## config.mk

```make
export PLATFORM = sky130hd
export DESIGN_NAME = sync_fifo_param_flat
export DESIGN_NICKNAME = d
export VERILOG_FILES = /design/src/rtl/sync_fifo_param_if.sv /design/src/rtl/sync_fifo_param.sv /design/src/flat_wrapper.sv
export SDC_FILE = /design/constraint.sdc
export NUM_CORES = 1
export LEC_CHECK = 0
export ABC_AREA = 1
export BUFFER_PORTS_ARGS = -buffer_cell sky130_fd_sc_hd__buf_2
export CORE_UTILIZATION = 30
export CTS_BUF_LIST = sky130_fd_sc_hd__clkbuf_8
export DETAILED_ROUTE_END_ITERATION = 8
export SETUP_SLACK_MARGIN = 0.02
export SLEW_MARGIN = 20
export SYNTH_ARGS = -nofsm -noshare
export SYNTH_HDL_FRONTEND = slang
export SYNTH_SLANG_ARGS = --single-unit
```

## constraint.sdc

```tcl
create_clock -name clk -period 2.45 [get_ports clk]
set_input_delay 0.1225 -clock clk [delete_from_list [all_inputs] [get_ports clk]]
set_output_delay 0.1225 -clock clk [all_outputs]
set_load 0.03 [all_outputs]
```

## src/rtl/sync_fifo_param_if.sv

```systemverilog
// Producer/consumer bundle for sync_fifo_param: write/read handshake,
// read data, registered handshake results, status flags and occupancy.
// CW must equal $clog2(FIFO_DEPTH+1) of the FIFO it is attached to.
interface sync_fifo_param_if #(
    parameter int WIDTH = 16,
    parameter int CW    = 4
);
    logic [WIDTH-1:0] data_in;
    logic             wr_en;
    logic             rd_en;
    logic [WIDTH-1:0] data_out;
    logic             wr_ack;
    logic             overflow;
    logic             underflow;
    logic             full;
    logic             empty;
    logic             almostfull;
    logic             almostempty;
    logic [CW-1:0]    count;

    // Producer/consumer side.
    modport master (
        output data_in, wr_en, rd_en,
        input  data_out, wr_ack, overflow, underflow,
        input  full, empty, almostfull, almostempty, count
    );

    // FIFO side.
    modport slave (
        input  data_in, wr_en, rd_en,
        output data_out, wr_ack, overflow, underflow,
        output full, empty, almostfull, almostempty, count
    );
endinterface

```

## src/rtl/sync_fifo_param.sv

```systemverilog
// Parametrised single-clock FIFO with arbitrary (non power-of-two) depth,
// programmable almost-full/almost-empty levels, occupancy count, and either a
// registered read port (FWFT=0) or first-word-fall-through (FWFT=1).
// Flags are decoded from the count register so they settle right after the
// edge that changed the occupancy; handshake results are registered pulses.
module sync_fifo_param #(
    parameter int FIFO_WIDTH = 16,
    parameter int FIFO_DEPTH = 8,
    parameter int AF_LEVEL   = 7,
    parameter int AE_LEVEL   = 1,
    parameter int FWFT       = 0
) (
    input logic              clk,
    input logic              rst,
    sync_fifo_param_if.slave bus
);
    localparam int PW = $clog2(FIFO_DEPTH);
    localparam int CW = $clog2(FIFO_DEPTH + 1);

    localparam logic [PW-1:0] PTR_LAST = PW'(FIFO_DEPTH - 1);
    localparam logic [CW-1:0] CNT_MAX  = CW'(FIFO_DEPTH);
    localparam logic [CW-1:0] CNT_AF   = CW'(AF_LEVEL);
    localparam logic [CW-1:0] CNT_AE   = CW'(AE_LEVEL);

    if (FIFO_WIDTH < 1 || FIFO_DEPTH < 2 || AE_LEVEL < 0 ||
        AE_LEVEL >= AF_LEVEL || AF_LEVEL > FIFO_DEPTH ||
        (FWFT != 0 && FWFT != 1)) begin : g_bad_params
        $fatal(1, "sync_fifo_param: illegal parameter combination");
    end

    logic [FIFO_WIDTH-1:0] mem_q [FIFO_DEPTH];

    logic [PW-1:0] wr_ptr_q, wr_ptr_d;
    logic [PW-1:0] rd_ptr_q, rd_ptr_d;
    logic [CW-1:0] count_q, count_d;
    logic          wr_ack_q, wr_ack_d;
    logic          overflow_q, overflow_d;
    logic          underflow_q, underflow_d;

    logic          full;
    logic          empty;
    logic          wr_accept;
    logic          rd_accept;
    logic [FIFO_WIDTH-1:0] head_word;

    assign full  = (count_q == CNT_MAX);
    assign empty = (count_q == '0);

    // Accept decisions and next state of pointers, occupancy and pulses.
    always_comb begin
        wr_accept   = bus.wr_en && !full;
        rd_accept   = bus.rd_en && !empty;
        wr_ptr_d    = wr_ptr_q;
        rd_ptr_d    = rd_ptr_q;
        count_d     = count_q;
        wr_ack_d    = wr_accept;
        overflow_d  = bus.wr_en && full;
        underflow_d = bus.rd_en && empty;

        // Explicit wrap keeps non power-of-two depths inside the array.
        if (wr_accept) begin
            wr_ptr_d = (wr_ptr_q == PTR_LAST) ? '0 : wr_ptr_q + PW'(1);
        end
        if (rd_accept) begin
            rd_ptr_d = (rd_ptr_q == PTR_LAST) ? '0 : rd_ptr_q + PW'(1);
        end

        case ({wr_accept, rd_accept})
            2'b10:   count_d = count_q + CW'(1);
            2'b01:   count_d = count_q - CW'(1);
            default: count_d = count_q;
        endcase
    end

    // Control state: pointers, occupancy and one-cycle handshake pulses.
    always_ff @(posedge clk or posedge rst) begin
        if (rst) begin
            wr_ptr_q    <= '0;
            rd_ptr_q    <= '0;
            count_q     <= '0;
            wr_ack_q    <= 1'b0;
            overflow_q  <= 1'b0;
            underflow_q <= 1'b0;
        end else begin
            wr_ptr_q    <= wr_ptr_d;
            rd_ptr_q    <= rd_ptr_d;
            count_q     <= count_d;
            wr_ack_q    <= wr_ack_d;
            overflow_q  <= overflow_d;
            underflow_q <= underflow_d;
        end
    end

    // Storage array; contents survive reset, only the pointers are cleared.
    always_ff @(posedge clk) begin
        if (wr_accept) begin
            mem_q[wr_ptr_q] <= bus.data_in;
        end
    end

    assign head_word = mem_q[rd_ptr_q];

    if (FWFT == 0) begin : g_reg_read
        logic [FIFO_WIDTH-1:0] dout_q, dout_d;

        assign dout_d = rd_accept ? head_word : dout_q;

        // Registered read port: load the head word on an accepted read, hold otherwise.
        always_ff @(posedge clk or posedge rst) begin
            if (rst) begin
                dout_q <= '0;
            end else begin
                dout_q <= dout_d;
            end
        end

        assign bus.data_out = dout_q;
    end else begin : g_fwft_read
        // Head word is presented directly; zero while nothing is stored.
        assign bus.data_out = empty ? '0 : head_word;
    end

    assign bus.wr_ack      = wr_ack_q;
    assign bus.overflow    = overflow_q;
    assign bus.underflow   = underflow_q;
    assign bus.full        = full;
    assign bus.empty       = empty;
    assign bus.almostfull  = (count_q >= CNT_AF);
    assign bus.almostempty = (count_q <= CNT_AE);
    assign bus.count       = count_q;
endmodule

```

## src/flat_wrapper.sv

```systemverilog
// flat-port wrapper written by rule: the top's interface ports become plain ports
module sync_fifo_param_flat 
#(
    parameter int FIFO_WIDTH = 16,
    parameter int FIFO_DEPTH = 8,
    parameter int AF_LEVEL   = 7,
    parameter int AE_LEVEL   = 1,
    parameter int FWFT       = 0
)
  (clk, rst, bus_data_in, bus_wr_en, bus_rd_en, bus_data_out, bus_wr_ack, bus_overflow, bus_underflow, bus_full, bus_empty, bus_almostfull, bus_almostempty, bus_count);
  sync_fifo_param_if #(.WIDTH((16)), .CW(4)) bus_i ();
  input logic clk;
  input logic rst;
  input wire logic [$bits(bus_i.data_in)-1:0] bus_data_in;
  input wire logic [$bits(bus_i.wr_en)-1:0] bus_wr_en;
  input wire logic [$bits(bus_i.rd_en)-1:0] bus_rd_en;
  output wire logic [$bits(bus_i.data_out)-1:0] bus_data_out;
  output wire logic [$bits(bus_i.wr_ack)-1:0] bus_wr_ack;
  output wire logic [$bits(bus_i.overflow)-1:0] bus_overflow;
  output wire logic [$bits(bus_i.underflow)-1:0] bus_underflow;
  output wire logic [$bits(bus_i.full)-1:0] bus_full;
  output wire logic [$bits(bus_i.empty)-1:0] bus_empty;
  output wire logic [$bits(bus_i.almostfull)-1:0] bus_almostfull;
  output wire logic [$bits(bus_i.almostempty)-1:0] bus_almostempty;
  output wire logic [$bits(bus_i.count)-1:0] bus_count;
  assign bus_i.data_in = bus_data_in;
  assign bus_i.wr_en = bus_wr_en;
  assign bus_i.rd_en = bus_rd_en;
  assign bus_data_out = bus_i.data_out;
  assign bus_wr_ack = bus_i.wr_ack;
  assign bus_overflow = bus_i.overflow;
  assign bus_underflow = bus_i.underflow;
  assign bus_full = bus_i.full;
  assign bus_empty = bus_i.empty;
  assign bus_almostfull = bus_i.almostfull;
  assign bus_almostempty = bus_i.almostempty;
  assign bus_count = bus_i.count;
  sync_fifo_param #(.FIFO_WIDTH(FIFO_WIDTH), .FIFO_DEPTH(FIFO_DEPTH), .AF_LEVEL(AF_LEVEL), .AE_LEVEL(AE_LEVEL), .FWFT(FWFT)) u_core (.clk(clk), .rst(rst), .bus(bus_i));
endmodule
```

# Word-level counts from Yosys, hierarchy flattened
# Memories as Yosys holds them, arrays and structs flattened. A register that Yosys moved wholly into a read port is not among the register bits.
# Index checks and enable logic that the tools add are counted.
# Widths: inputs -> output; s select.
# word_totals
in_bits	20
elab_cells	31
reg_bits	13
ram_bits	128
output_inout_bits	27
memories	1
# classes
eq_ne	5
addsub	4
n_lt_le_gt_ge	2
reduce_logical	8
mux	5
# memory_table
memory	words	word_bits	read_ports	rd_ports_with_merged_regs	wr	line_no	text
u_core.mem_q	8	16	1	1	1	sync_fifo_param.sv:31	logic [FIFO_WIDTH-1:0] mem_q [FIFO_DEPTH];
# ops
cell	n
$pmux 4 s2	1
$add 3x1->3 const B	2
$eq 3x3->1 const B	2
$mux 3	2
$add 4x1->4 const B	1
$eq 4x4->1 const B	1
$ge 4x3->1 const B	1
$le 4x1->1 const B	1
$logic_and 1x1->1	4
$logic_not 4->1	1
$sub 4x1->4 const B	1
$eq 2x1->1 const B	1
$eq 2x2->1 const B	1
$logic_not 1->1	2
$mux 1	2
$reduce_bool 2->1	1

# Longest topological paths before layout
# Gate-level depths: netlist (run 1).
# depth
depth_word	5
depth_mapped	13
mapped_depth_nobuf	13

# Worst setup path after synthesis (run 1)
# No wires, ideal clock.
# synth_timing
path_kind	flip-flop to flip-flop
start	reg u_core.count_q[0], in the netlist u_core.bus.count[0]
end	mem u_core.mem_q[1][0] (enable)
period_less_slack_ps	2568
path_slack_ps	-118
path_buffers	0
stages_incl_launch_ff	10
setup_ps	389
required_time_ps	2061
arrival_time_ps	2179
cell_sequence	dfrtp_1 inv_1 ha_1 nand3_2 inv_2 nor2_4 inv_2 nor2_2 inv_2 nor2_1
# synth_via
elab_chain_len	5
# synth_rtl
item	line_no	text
start: declaration	sync_fifo_param.sv:35	logic [CW-1:0] count_q, count_d;
start signal: assignment	sync_fifo_param.sv:87	count_q <= count_d;
$eq 4x4->1	sync_fifo_param.sv:46	assign full = (count_q == CNT_MAX);
net bus_full	flat_wrapper.sv:21	output wire logic [$bits(bus_i.full)-1:0] bus_full;
$logic_not 1->1	sync_fifo_param.sv:51	wr_accept = bus.wr_en && !full;
$logic_and 1x1->1	sync_fifo_param.sv:51	
net u_core.wr_accept	sync_fifo_param.sv:42	logic wr_accept;
$mux 1	sync_fifo_param.sv:96	if (wr_accept) begin
$mux 1 (not written as such)	sync_fifo_param.sv:97	mem_q[wr_ptr_q] <= bus.data_in;
end: declaration	sync_fifo_param.sv:31	
# The timed path passes the listed nets, and every way through them passes these cells.

# Worst setup path in the final report (run 1)
# layout_timing
start	reg u_core.count_q[0], in the netlist u_core.bus.count[0]
end	mem u_core.mem_q[1][15] (enable)
# layout_via
elab_chain_len	5
# layout_rtl
item	line_no
$eq 4x4->1	sync_fifo_param.sv:46
$logic_not 1->1	sync_fifo_param.sv:51
$logic_and 1x1->1	sync_fifo_param.sv:51
net u_core.wr_accept	sync_fifo_param.sv:42
$mux 1	sync_fifo_param.sv:96
$mux 1 (not written as such)	sync_fifo_param.sv:97
# The timed path passes the listed nets, and every way through them passes these cells.

==> flow_summary_export.csv, run 1 <==
group,metric,value,unit
run_status,status,"complete, but fails checks",
run_status,violations,"DRC",
clocking,cts-buffers-inserted,17,
floorplan,die_h,152,um
cells_and_area,drive_above_1_share,0.164,
worst_hold_path,min_path_cells,3,
sta,layout_setup_ws,0.371,ns
global_routing,grt_max_degree,36,
critical_path,slowest_delay,0.43,ns
pwr,finalPower,8.86,mW
global_routing,grt_usage,0.135,
sta,rsz0062_at_grt,"no",
yosys,synth_cell_types,26,
global_routing,met3_usage,0.0365,
clocking,cts_tree,"done",
cells_and_area,utilization,0.362,
sta,hold_slack,0.0466,ns
critical_path,path_buf_inv,5,
critical_path,cp-end-kind,"flip-flop",
flow_run,maxCapViolations,0,
sta,slew_violations,0,
route,drtAntennaViolNets,0,
critical_path,crit_type,"reg2reg",
sta,worst_slew_pin_slew,0.659,ns
route,drtIter0Drc,345,
yosys,avgSynthCellArea,10.4,um2
clocking,path_clk_slew,0.08,ns
cells_and_area,syn2layout_area_growth,17.6,%
route,num_vias,4463,
critical_path,slowest_stage,"dfrtp_1",
yosys,syn_inst,649,
clocking,insertion_delay,0.47,ns
floorplan,core.rowCount,54,
pwr,power_density,1120,nW/um2
clocking,clockBufferDepth,2,
yosys,synth-simple-area-share,0.205,
yosys,synth_top_family_by_area,"simple AND/OR/NAND/NOR gates",
sta,finalClockSkew,0.0176,ns
sta,maxSlewHeadroom,0.558,
yosys,ys_warn_count,0,
critical_path,crit_path_cell_trace,"inv_1 -> ha_1 -> nand3_2 -> inv_2 -> nor2_4 -> inv_2 -> nor2_2 -> inv_2 -> nor2_2 -> buf_4",
critical_path,start_kind,"flip-flop",
clocking,postCtsSetupBuffers,0,
floorplan,die_x,152,um
floorplan,coreArea,22000,um2
worst_hold_path,hp-start,"bus_rd_en",
worst_hold_path,min_to,"u_core.bus.underflow",
yosys,synth_mux_area_frac,0,
clocking,clock_sinks,157,
sta,max_freq,0.481,GHz
global_routing,grt.overflow.total,0,
critical_path,worst-path-max-fanout,16,
yosys,syn_area,6750,um2
cells_and_area,n_fill_cell,2133,
route,routed_via_density,4.37,
floorplan,start_util,0.308,
critical_path,crit_arrival,2.22,ns
route,wl,14.7,mm
floorplan,die_area,23100,um2
global_routing,grt_pass1_wl,23.6,mm
global_routing,antenna_found_initial,1,
critical_path,reg2reg_to,"u_core.mem_q[1][15]",
route,wl_per_cell,14.4,um
route,drc,7,
sta,setup_viol,0,
critical_path,reg2reg_setup_slack,0.37,ns
placed_design,post-place-ws,0.372,ns
clocking,root_buffer,"clkbuf_8",
pwr,ir_worst_vdd,384,uV
route,drt_pass1_iterations,7,
critical_path,cp.required,2.59,ns
worst_hold_path,min_path_type,"in2reg",
yosys,synth-compound-area-share,0.00945,
sta,period_needed,2.08,ns
critical_path,worstRegToRegCells,10,
cells_and_area,instances_no_fill,1021,
global_routing,top_usage_layer,"met2",
critical_path,crit_family,"buffers and inverters",
critical_path,cp_common_cell,"inv_2",
cells_and_area,final_nets,755,
placed_design,gp_congestion,0.793,
yosys,syn_nets,677,
global_routing,first_global_vias,4339,
placed_design,dp_cells,970,
yosys,yosysSeqAreaShare,0.677,
global_routing,met2_usage,0.213,
sta,hold_violations,0,
placed_design,hpwlAfterDp,9.17,mm
placed_design,port_buffers,46,
sta,min_period_over_period,0.848,
clocking,h-tree-depth,4,
critical_path,reg2reg_from,"u_core.bus.count[0]",
yosys,synth_xor_area_frac,0.00389,
yosys,synth_fa_ha_area_frac,0.0148,
pwr,p_leak,3.53,nW
global_routing,use_met1,0.183,
floorplan,io_pins,47,
yosys,ys_ff_latch,157,
[kinds of logic after synthesis]
family                     count (synthesis)
adders and majority gates                  8
AOI/OAI and AO/OA                         12
buffers and inverters                    146
DFF                                      157
and+or+nand+nor                          323
xor gates and xnor gates                   3
[worst reg2reg max path, delay by kind of cell, from the launching register on]
kind	cells	cell delay, ns
fa+ha+maj	1	0.25
flops	1	0.43
buf+inv	5	0.58
simple gates	4	0.49
[cells in the final DEF, fill, tap and decap left out, drive strengths merged]
master | synthesis | routed
clkinv | 1 | 5
nor2 | 15 | 15
bufinv | 0 | 2
ha | 8 | 8
nand2 | 205 | 205
dlygate4sd3 | 0 | 18
clkbuf | 4 | 17
nand3 | 101 | 101
edfxtp | 128 | 128
dfrtp | 29 | 29
o22ai | 1 | 1
xnor2 | 2 | 2
diode | 0 | 1
nand4 | 1 | 1
buf | 23 | 68
inv | 118 | 123
clkinvlp | 0 | 4
xor2 | 1 | 1
o21a | 1 | 1
a21oi | 2 | 2
o21ai | 8 | 8
nor3 | 1 | 1
[synth_stat cells (all sizes together)]
cell / n / area [um2]
o21ai: 8 / 40.0
clkbuf: 4 / 15.0
nand3: 101 / 510
ha: 8 / 100
clkinv: 1 / 3.75
xor2: 1 / 8.76
xnor2: 2 / 17.5
edfxtp: 128 / 3840
inv: 118 / 443
dfrtp: 29 / 726
a21oi: 2 / 10.0
o21a: 1 / 7.51
nand4: 1 / 6.26
nand2: 205 / 772
o22ai: 1 / 6.26
nor3: 1 / 5.00
nor2: 15 / 90.1
buf: 23 / 148
[metal layers]
layer  up-vias  wire length [um]
met5         -                 0
met3        16               749
met1      2109              7060
met4         0               159
li1       2228                 -
met2       110              6780
[power by group]
group | switching, mW | leakage, nW | internal, mW
sequential | 0.207 | 1.51 | 3.42
clock | 1.01 | 0.194 | 0.921
combinational | 2.32 | 1.83 | 0.986
total | 3.54 | 3.53 | 5.33
[per-stage QoR]
| step | cell area [um2] | TNS [ns] |
|---|---|---|
| 2_1_floorplan | 6760 | -7.53 |
| 3_3_place_gp | 7360 | 0 |
| 3_5_place_dp | 7360 | 0 |
| 4_1_cts | 7940 | 0 |
| 5_1_grt | 7940 | 0 |
| 6_report | 7940 | 0 |
[registers in the layout, summed over array words and instances (netlist names)]
name and cells:
u_core.bus.count 4, u_core.bus.data_out 16, u_core.bus.wr_ack 1, u_core.mem_q 128, u_core.bus.underflow 1, u_core.wr_ptr_q 3, u_core.rd_ptr_q 3, u_core.bus.overflow 1
[how the worst max path moves through the flow]
stage,from,to,slack [ns],cells after the start
after floorplan,u_core.bus.count[0],u_core.mem_q[1][0],-0.12,9
after global placement,u_core.bus.count[0],u_core.bus.count[2],0.46,10
after detailed placement,u_core.bus.count[0],u_core.bus.count[2],0.37,10
after CTS,u_core.bus.count[0],u_core.mem_q[1][13],0.35,10
after global routing,u_core.bus.count[0],u_core.bus.count[2],0.19,11
final,u_core.bus.count[0],u_core.mem_q[1][15],0.37,10
[layout make-up]
cell class | count | area (um2) | share of cell area
multi-input cells | 346 | 1590 | 0.201
clock buffers | 17 | 234 | 0.0295
flip-flops and latches | 157 | 4570 | 0.576
inverters | 119 | 447 | 0.0563
diodes | 1 | 2.50 | 0.000315
well taps | 280 | 350 | 0.0441
repair buffers | 86 | 576 | 0.0725
clock inverters | 15 | 165 | 0.0208
[timing repair]
action                    CTS  global route
resized for setup           0             0
hold buffers               18             0
hold endpoints to repair  159             0
Note: power is estimated with default switching activity, not from simulation.
==> run 2, diff against run 1 <==
Clock period 2.45 ns to 1.7 ns, I/O delays scaled along.
==> run 2 against run 1 <==
Compared with the run above: the flow finishes with violations (DRC, setup timing); final cell count grew 2.3%; sequential share of layout area shrank 3.7 points; non-clock buffer count up 24; clock skew down 0.0053 ns; total power increased by 54%; sequential power up 45%; global-route usage is 0.11 points higher; via count up 4.0%; clock-buffer cell count rose by 1; wire length up 3.4%; register-to-register slack worse by 0.43 ns; hold slack improved by 0.21 ns; critical path type unchanged.
==> flow_summary_export.csv, run 2 (same netlist as run 1, synthesis figures left out) <==
group,metric,value,unit
cells_and_area,drive_above_1_share,0.208,
clocking,h-tree-depth,4,
critical_path,start_kind,"flip-flop",
floorplan,coreArea,22000,um2
cells_and_area,regMostFlops,"u_core.mem_q",
placed_design,post-place-ws,-0.0439,ns
sta,slew_violations,0,
sta,finalClockSkew,0.0123,ns
placed_design,gp_congestion,0.788,
route,routed_via_density,4.45,
sta,hold_slack,0.261,ns
cells_and_area,layout_common_cells,"nand2_1, edfxtp_1, inv_1",
sta,period_needed,1.76,ns
placed_design,port_buffers,46,
critical_path,crit_type,"reg2reg",
global_routing,first_global_vias,4346,
critical_path,crit_arrival,2.11,ns
sta,maxSlewHeadroom,0.525,
critical_path,reg2reg_setup_slack,-0.06,ns
route,wl,15.2,mm
route,num_vias,4642,
critical_path,cp-end-kind,"flip-flop",
critical_path,reg2reg_from,"u_core.bus.count[0]",
sta,setup_viol,1,
global_routing,grt_max_degree,30,
sta,max_freq,0.569,GHz
floorplan,core.rowCount,54,
floorplan,io_pins,47,
clocking,insertion_delay,0.45,ns
cells_and_area,instances_no_fill,1044,
critical_path,worstRegToRegCells,11,
cells_and_area,syn2layout_area_growth,25.6,%
cells_and_area,layout_commonest_cell,"nand2_1",
clocking,clock_sinks,157,
pwr,finalPower,13.7,mW
floorplan,start_util,0.308,
global_routing,grt.overflow.total,0,
route,drtIter0Drc,376,
cells_and_area,final_nets,779,
clocking,path_clk_slew,0.09,ns
flow_run,maxCapViolations,0,
critical_path,endpoint,"u_core.bus.count[2]",
route,drc,5,
sta,worst_slew_pin_slew,0.708,ns
route,drtAntennaViolNets,0,
pwr,p_sw,5.35,mW
global_routing,grt_usage,0.137,
floorplan,die_h,152,um
pwr,clkPwrFrac,0.206,
pwr,power_frac_comb,0.410,
cells_and_area,largest_register_ffs,128,
sta,layout_setup_ws,-0.0588,ns
pwr,p_seq_frac,0.385,
pwr,power_density,1610,nW/um2
placed_design,hpwlAfterDp,9.77,mm
pwr,p_sw_frac,0.391,
pwr,p_int,8.33,mW
floorplan,die_area,23100,um2
clocking,clockBufferDepth,2,
route,wl_per_cell,14.6,um
pwr,ir_worst_vdd,557,uV
run_status,violations,"DRC, setup timing",
sta,hold_violations,0,
clocking,cts-buffers-inserted,17,
route,drt_pass1_iterations,8,
worst_hold_path,min_path_type,"in2async",
placed_design,dp_cells,990,
critical_path,cp.required,2.05,ns
critical_path,reg2reg_to,"u_core.bus.count[2]",
cells_and_area,num_antenna_cells,0,
placed_design,placed_area,7770,um2
cells_and_area,fin_area,8480,um2
run_status,status,"complete, but fails checks",
clocking,cts_tree,"done",
pwr,p_leak,3.71,nW
sta,min_period_over_period,1.03,
critical_path,crit_path_start,"u_core.bus.count[0]",
clocking,root_buffer,"clkbuf_8",
global_routing,antenna_found_initial,0,
sta,rsz0062_at_grt,"yes",
critical_path,worst-path-max-fanout,3,
floorplan,die_x,152,um
global_routing,grt_pass1_wl,23.8,mm
run 2: cell count changes in the layout (fill, tap and decap cells not counted), sizes merged:
cell | previous run | this run
clkbuf | 17 | 18
diode | 1 | 0
dlygate4sd3 | 18 | 19
inv | 123 | 122
buf | 68 | 91
run 2: worst min-delay path by stage:
stage	end	slack, ns	depth (start not counted)
after floorplan	u_core.bus.count[2]	0.16	1
after global placement	u_core.bus.underflow	0.22	3
after detailed placement	u_core.bus.underflow	0.22	3
after CTS	u_core.bus.underflow	0.26	4
after global routing	u_core.bus.underflow	0.28	4
final	u_core.bus.underflow	0.26	4
run 2: routing by layer:
metal / global-route usage / vias up / routed length [um]
li1: - / 2281 / -
met1: 0.179 / 2206 / 6860
met2: 0.217 / 137 / 7290
met3: 0.0319 / 18 / 834
met4: 0.0578 / 0 / 264
met5: 0 / - / 0
run 2: final cells by class:
type | count | area [um2]
multi-input cells | 346 | 1710
inverters | 119 | 457
well taps | 280 | 350
clock buffers | 18 | 248
clock inverters | 14 | 159
repair buffers | 110 | 986
fillers | 2110 | 13500
flip-flops and latches | 157 | 4570
run 2: power by group through the flow:
stage / registers [mW] / clock network, mW / logic, mW
global route: 5.34 / 3.04 / 6.17
global placement: 5.33 / 0 / 5.25
CTS: 5.26 / 2.90 / 5.43
detailed placement: 5.34 / 0 / 5.31
floorplan: 5.79 / 0 / 3.09
finish: 5.26 / 2.81 / 5.60
run 2: critical path, stage by stage (launching register included):
cell     delay (ns)
dfrtp_2        0.42
inv_2          0.08
ha_4           0.16
buf_6          0.11
inv_4          0.04
nor2_4         0.16
nor2_8         0.06
ha_4           0.26
a21oi_2        0.10
o21ai_1        0.08
xor2_1         0.14
inv_1          0.05
run 2: what timing repair did:
item | in CTS | in global routing
endpoints found under the setup margin | 67 | 151
endpoints found under the hold margin | 159 | 0
pin swaps | 1 | 4
hold buffers | 19 | 0
resized for setup | 8 | 18
buffers inserted | 0 | 3
run 2: through the flow:
stage | TNS [ns] | util
floorplan | -29.42 | -
global route | -2.90 | 0.386
finish | -0.0588 | 0.386
CTS | -0.335 | 0.382
global placement | -0.188 | 0.354
detailed placement | -1.11 | 0.354
